[src/rtl/wm8731_pkg.sv]
// rtl/wm8731_pkg.sv - shared widths, frame bit positions and sample pair type for the WM8731 DAC transmitter
package wm8731_pkg;

    localparam int SAMPLE_W   = 16;
    localparam int FRAME_BITS = 32;

    // Bit-counter values at which each channel's MSB leaves on dacdat
    localparam logic [4:0] LEFT_MSB_BIT  = 5'd0;
    localparam logic [4:0] RIGHT_MSB_BIT = 5'd16;

    typedef struct packed {
        logic [SAMPLE_W-1:0] left;
        logic [SAMPLE_W-1:0] right;
    } sample_pair_t;

endpackage

[src/rtl/wm8731_dac_tx_if.sv]
// rtl/wm8731_dac_tx_if.sv - valid/ready sample pair handshake between the audio datapath and the DAC transmitter
interface wm8731_dac_tx_if;
    import wm8731_pkg::*;

    logic                sample_valid;
    logic                sample_ready;
    logic [SAMPLE_W-1:0] sample_l;
    logic [SAMPLE_W-1:0] sample_r;

    modport master (
        output sample_valid,
        output sample_l,
        output sample_r,
        input  sample_ready
    );

    modport slave (
        input  sample_valid,
        input  sample_l,
        input  sample_r,
        output sample_ready
    );

endinterface

[src/rtl/wm8731_clk_div.sv]
// rtl/wm8731_clk_div.sv - free-running divide-by-2*HALF clock generator with a rising-toggle strobe
module wm8731_clk_div #(
    parameter int HALF = 2
) (
    input  logic clk,
    input  logic reset,
    output logic clk_out,
    output logic rise
);

    localparam int            CW   = (HALF > 1) ? $clog2(HALF) : 1;
    localparam logic [CW-1:0] LAST = CW'(HALF - 1);

    logic [CW-1:0] cnt;
    logic          at_last;

    assign at_last = (cnt == LAST);
    // High in the cycle whose closing edge drives clk_out 0->1, so users can
    // update their outputs on the very same edge as the divided clock rises.
    assign rise    = at_last & ~clk_out;

    // Half-period counter; clk_out flips each time it reaches HALF-1
    always_ff @(posedge clk or posedge reset) begin
        if (reset) begin
            cnt     <= '0;
            clk_out <= 1'b0;
        end else if (at_last) begin
            cnt     <= '0;
            clk_out <= ~clk_out;
        end else begin
            cnt     <= cnt + CW'(1);
        end
    end

endmodule

[src/rtl/wm8731_dac_tx.sv]
// rtl/wm8731_dac_tx.sv - WM8731 left-justified DAC serial transmitter; WM8731_DAC_TX_UNDERRUN_CNT_EN adds underrun_cnt
module wm8731_dac_tx
    import wm8731_pkg::*;
#(
    parameter int MCLK_HALF = 2,
    parameter int BCLK_HALF = 4
) (
    input  logic                  clk,
    input  logic                  reset,
    wm8731_dac_tx_if.slave        smp,
    output logic                  m_clk,
    output logic                  b_clk,
    output logic                  dac_lr_clk,
    output logic                  dacdat,
    output logic                  underrun
`ifdef WM8731_DAC_TX_UNDERRUN_CNT_EN
    ,
    output logic [15:0]           underrun_cnt
`endif
);

    logic                  b_rise;
    logic [4:0]            bit_cnt;
    logic [4:0]            bit_nxt;
    logic [FRAME_BITS-1:0] shreg;
    sample_pair_t          buf_pair;
    logic                  buf_full;
    logic                  frame_start;
    logic                  accept;

    wm8731_clk_div #(.HALF(MCLK_HALF)) u_mclk_div (
        .clk     (clk),
        .reset   (reset),
        .clk_out (m_clk),
        .rise    ()
    );

    wm8731_clk_div #(.HALF(BCLK_HALF)) u_bclk_div (
        .clk     (clk),
        .reset   (reset),
        .clk_out (b_clk),
        .rise    (b_rise)
    );

    assign bit_nxt          = bit_cnt + 5'd1;
    assign frame_start      = b_rise && (bit_nxt == LEFT_MSB_BIT);
    assign accept           = smp.sample_valid && !buf_full;
    assign smp.sample_ready = !buf_full;

    // One-deep holding buffer; a frame start reads the state before any
    // same-cycle acceptance, so a colliding pair waits for the next frame.
    always_ff @(posedge clk or posedge reset) begin
        if (reset) begin
            buf_full <= 1'b0;
            buf_pair <= '0;
        end else begin
            if (frame_start) begin
                buf_full <= 1'b0;
            end
            if (accept) begin
                buf_full <= 1'b1;
                buf_pair <= '{left: smp.sample_l, right: smp.sample_r};
            end
        end
    end

    // Bit counter, frame clock and shifter, all advancing on b_clk rising edges
    always_ff @(posedge clk or posedge reset) begin
        if (reset) begin
            bit_cnt    <= 5'd31;
            shreg      <= '0;
            dacdat     <= 1'b0;
            dac_lr_clk <= 1'b0;
            underrun   <= 1'b0;
        end else begin
            underrun <= 1'b0;
            if (b_rise) begin
                bit_cnt <= bit_nxt;
                if (frame_start) begin
                    dac_lr_clk <= 1'b1;
                    if (buf_full) begin
                        dacdat <= buf_pair.left[SAMPLE_W-1];
                        shreg  <= {buf_pair[FRAME_BITS-2:0], 1'b0};
                    end else begin
                        dacdat   <= 1'b0;
                        shreg    <= '0;
                        underrun <= 1'b1;
                    end
                end else begin
                    if (bit_nxt == RIGHT_MSB_BIT) begin
                        dac_lr_clk <= 1'b0;
                    end
                    dacdat <= shreg[FRAME_BITS-1];
                    shreg  <= {shreg[FRAME_BITS-2:0], 1'b0};
                end
            end
        end
    end

`ifdef WM8731_DAC_TX_UNDERRUN_CNT_EN
    // Saturating tally of frames that started with nothing to send
    always_ff @(posedge clk or posedge reset) begin
        if (reset) begin
            underrun_cnt <= 16'd0;
        end else if (underrun && (underrun_cnt != 16'hFFFF)) begin
            underrun_cnt <= underrun_cnt + 16'd1;
        end
    end
`endif

endmodule

[src/flat_wrapper.sv]
// flat-port wrapper written by rule: the top's interface ports become plain ports
module wm8731_dac_tx_flat import wm8731_pkg::*;
#(
    parameter int MCLK_HALF = 2,
    parameter int BCLK_HALF = 4
)
  (clk, reset, m_clk, b_clk, dac_lr_clk, dacdat, underrun, smp_sample_valid, smp_sample_l, smp_sample_r, smp_sample_ready);
  wm8731_dac_tx_if smp_i ();
  input  logic clk;
  input  logic reset;
  output logic m_clk;
  output logic b_clk;
  output logic dac_lr_clk;
  output logic dacdat;
  output logic underrun;
  input wire logic [$bits(smp_i.sample_valid)-1:0] smp_sample_valid;
  input wire logic [$bits(smp_i.sample_l)-1:0] smp_sample_l;
  input wire logic [$bits(smp_i.sample_r)-1:0] smp_sample_r;
  output wire logic [$bits(smp_i.sample_ready)-1:0] smp_sample_ready;
  assign smp_i.sample_valid = smp_sample_valid;
  assign smp_i.sample_l = smp_sample_l;
  assign smp_i.sample_r = smp_sample_r;
  assign smp_sample_ready = smp_i.sample_ready;
  wm8731_dac_tx #(.MCLK_HALF(MCLK_HALF), .BCLK_HALF(BCLK_HALF)) u_core (.clk(clk), .reset(reset), .smp(smp_i), .m_clk(m_clk), .b_clk(b_clk), .dac_lr_clk(dac_lr_clk), .dacdat(dacdat), .underrun(underrun));
endmodule
[config.mk]
export PLATFORM = sky130hd
export DESIGN_NAME = wm8731_dac_tx_flat
export DESIGN_NICKNAME = d
export VERILOG_FILES = /design/src/rtl/wm8731_pkg.sv /design/src/rtl/wm8731_dac_tx_if.sv /design/src/rtl/wm8731_clk_div.sv /design/src/rtl/wm8731_dac_tx.sv /design/src/flat_wrapper.sv
export SDC_FILE = /design/constraint.sdc
export NUM_CORES = 1
export LEC_CHECK = 0
export BUFFER_PORTS_ARGS = -buffer_cell sky130_fd_sc_hd__buf_2
export CELL_PAD_IN_SITES_DETAIL_PLACEMENT = 0
export CELL_PAD_IN_SITES_GLOBAL_PLACEMENT = 1
export CORE_ASPECT_RATIO = 1.75
export CORE_MARGIN = 4
export CORE_UTILIZATION = 46
export CTS_CLUSTER_DIAMETER = 40
export DETAILED_ROUTE_END_ITERATION = 12
export HOLD_SLACK_MARGIN = 0.12
export PLACE_DENSITY_LB_ADDON = 0.25
export RECOVER_POWER = 100
export SLEW_MARGIN = 25
export SYNTH_ARGS = -nofsm -noshare
export SYNTH_HDL_FRONTEND = slang
export SYNTH_SLANG_ARGS = --single-unit
[constraint.sdc]
create_clock -name clk -period 2.91 [get_ports clk]
set_clock_uncertainty 0.05 [all_clocks]
set_input_delay 0.291 -clock clk [delete_from_list [all_inputs] [get_ports clk]]
set_output_delay 0.291 -clock clk [all_outputs]
set_load 0.01 [all_outputs]
==> flow_summary.ini <==
[pwr]
switching_share_pct = 21.7
seqPwrFrac_pct = 50.0
internal_power_w = 0.00210
netSwitchingPower_w = 0.000583
p_total_w = 0.00268
p_comb_share_pct = 9.0
powerDensity_mw_per_mm2 = 676
clkPwrFrac_pct = 41.1
peakVddDrop_uv = 369
p_leak_nw = 1.70

[cts]
clock-sinks = 77
htreeDepth = 3
postCtsSetupBuffers = 0
cts_buffer_depth = 2
cts_root_buffer = clkbuf_16
worstSkewPairLatency_ns = 0.33
cts-buffers-inserted = 9
tritoncts = done
cts.reportedPaths.clkPinSlew_ns = 0.06

[sta]
maxSlewViolCount = 0
fin_crit_sh_pct = 85.0
setup_viol = 0
rsz0062_at_grt = false
fin_crit_ns = 2.47
hold_viol = 0
tns_ns = 0
slew_headroom_pct = 22.9
timing.fmax_mhz = 404
max_slew.worst_pin.slew_ns = 1.16
setup_ws_ns = 0.436

[logic_synthesis]
yosys_register_bits = 77
syn_area_mm2 = 0.00347
syn_inst = 304
synth_fp_nets = 342
ys_types = 29
avgSynthCellArea_um2 = 11.4
yosysWarnings = 0
synth_seq_area_share_pct = 55.7

[critical_path]
required_ns = 3.10
endpoint_kind = flip-flop
critPathLaunchType = flip-flop
crit_slowest_cell = dfstp_1
crit_path_max_incr_delay_ns = 0.67
arrival_ns = 2.67
crit_type = flip-flop to flip-flop
crit_chain = ha_1 > nand2_1 > a211oi_4 > clkbuf_1 > o211ai_1 > a31oi_1
cp_max_fo = 15

[worst_hold_path]
min_path_type = input pin to flip-flop

[cells_and_area]
multi_input_area_mm2 = 0.00135
final_cell_mix = 72 x dfrtp_1, 35 x buf_2, 34 x nor2_1
syn2layout_area_growth_pct = 14.5
num-nets-final = 374
ff_latch_area_mm2 = 0.00193
final_cells = 426
fillCellCount = 691
antenna_cells = 0
layout_commonest_cell = dfrtp_1
layout-drive-gt1-share_pct = 28.5

[routing]
ant_nets = 0
first_pass_iters = 4
drc = 0
drt_wl_total_mm = 6.67
via_per_inst = 5.62
routedWlPerCell_um = 15.6
vias = 2394
drt_iter0_drc = 146

[placed_design]
dp_cells = 410
post-dp-hpwl_mm = 4.34
routabilityCongestion = 0.789
portBuffers = 40
pre_cts_slack_ns = 0.594

[die]
io_pins = 41
die_h_um = 123
core_mm2 = 0.00728
rows = 41
die_x_um = 73.7
initial_core_util_pct = 47.6
dieArea_mm2 = 0.00905

[job]
cap_violations = 0

[global_routing]
grt_overflow_total = 0
grt_max_degree = 67
grt_pass1_wl_mm = 11.7
grtUsageTotal_pct = 16.8
grt_pass1_vias = 2511
antenna_found_initial = 0

[outcome]
status = completed
==> power groups by stage <==
stage / clock, W / combinational (W) / sequential, W
floorplan: 0 / 0.000202 / 0.00132
global placement: 0 / 0.000239 / 0.00135
detailed placement: 0 / 0.000250 / 0.00136
CTS: 0.00114 / 0.000251 / 0.00134
global route: 0.00118 / 0.000273 / 0.00136
finish: 0.00110 / 0.000241 / 0.00134
==> critical path, delay by kind of cell, from the launching register on <==
family	cells	cell delay [ns]
DFF	1	0.67
AOI/OAI and AO/OA	3	0.64
buffers and inverters	1	0.58
adders and majority gates	1	0.30
and+or+nand+nor	1	0.15
==> through the flow <==
step           hold WS [ns]  area (um2)  util (%)
2_1_floorplan         0.360        3470         -
3_3_place_gp          0.362        3700      50.8
3_5_place_dp          0.371        3700      50.8
4_1_cts               0.127        4010      55.1
5_1_grt               0.135        3970      54.5
6_report              0.142        3970      54.5
==> area by class of cell <==
| cell class | instances | area share, % |
|---|---|---|
| Timing Repair Buffer | 50 | 6.87 |
| Multi-Input combinational cell | 195 | 33.9 |
| Tap cell | 86 | 2.71 |
| Clock inverter | 4 | 1.20 |
| Sequential cell | 77 | 48.7 |
| Inverter | 3 | 0.284 |
| Clock buffer | 11 | 6.36 |
==> layer usage <==
| metal | GRT usage, % | wire length [um] | vias up |
|---|---|---|---|
| li1 | - | - | 1183 |
| met1 | 20.1 | 2850 | 1166 |
| met2 | 28.5 | 3460 | 35 |
| met3 | 4.56 | 242 | 10 |
| met4 | 6.12 | 111 | 0 |
| met5 | 0 | 0 | - |
==> registers in the layout (all words and copies together), names as in the netlist <==
signal and cells:
u_core.underrun 1, u_core.buf_full 1, u_core.dacdat 1, u_core.bit_cnt 5, u_core.u_mclk_div.at_last 1, u_core.shreg 31, u_core.buf_pair 32, u_core.u_mclk_div.clk_out 1
u_core.dac_lr_clk 1, u_core.u_bclk_div.clk_out 1, u_core.u_bclk_div.cnt 2
==> synth_stat cells, drive strengths merged <==
cell | count | area share, %
a211o | 2 | 0.50
a211oi | 1 | 0.58
a21o | 3 | 0.65
a21oi | 1 | 0.14
a31oi | 31 | 5.6
a32o | 1 | 0.29
buf | 13 | 3.3
clkbuf | 16 | 1.9
dfrtp | 72 | 52
dfstp | 5 | 3.8
ha | 3 | 1.1
inv | 3 | 0.32
mux2 | 32 | 10
nand2 | 6 | 0.65
nand2b | 1 | 0.18
nand3 | 33 | 4.8
nand3b | 1 | 0.22
nand4 | 3 | 0.54
nor2 | 34 | 3.7
nor2b | 3 | 0.54
nor3 | 1 | 0.14
nor4 | 1 | 0.36
o211ai | 31 | 6.7
o21bai | 1 | 0.22
xnor2 | 4 | 1.0
xor2 | 2 | 0.50
==> path summary, 6_finish.rpt <==
check | slack (ns) | endpoint | start | cells after the start
setup / recovery | 0.44 | u_core.shreg[4] | u_core.bit_cnt[0] | 6
hold / removal | 0.14 | u_core.buf_pair[14] | smp_sample_r[14] | 2
setup reg to reg | 0.44 | u_core.shreg[4] | u_core.bit_cnt[0] | 6
hold reg to reg | 0.39 | u_core.u_bclk_div.cnt[0] | u_core.u_bclk_div.cnt[0] | 1
max in group asynchronous | 1.22 | u_core.shreg[9] | reset | 4
min in group asynchronous | 0.76 | u_core.u_bclk_div.cnt[1] | reset | 3
==> cell families after synthesis <==
family | after synthesis | synth area share, %
simple gates | 83 | 11.1
flops | 77 | 55.7
compound gates | 71 | 14.7
buf+inv | 32 | 5.55
mux | 32 | 10.4
xor+xnor | 6 | 1.51
fa+ha+maj | 3 | 1.08
==> timing repair <==
item | in CTS | in global routing
resized for setup | 0 | 0
endpoints found under the hold margin | 24 | 0
hold buffers | 1 | 0
No activity file was read; power rests on OpenSTA's default activity.
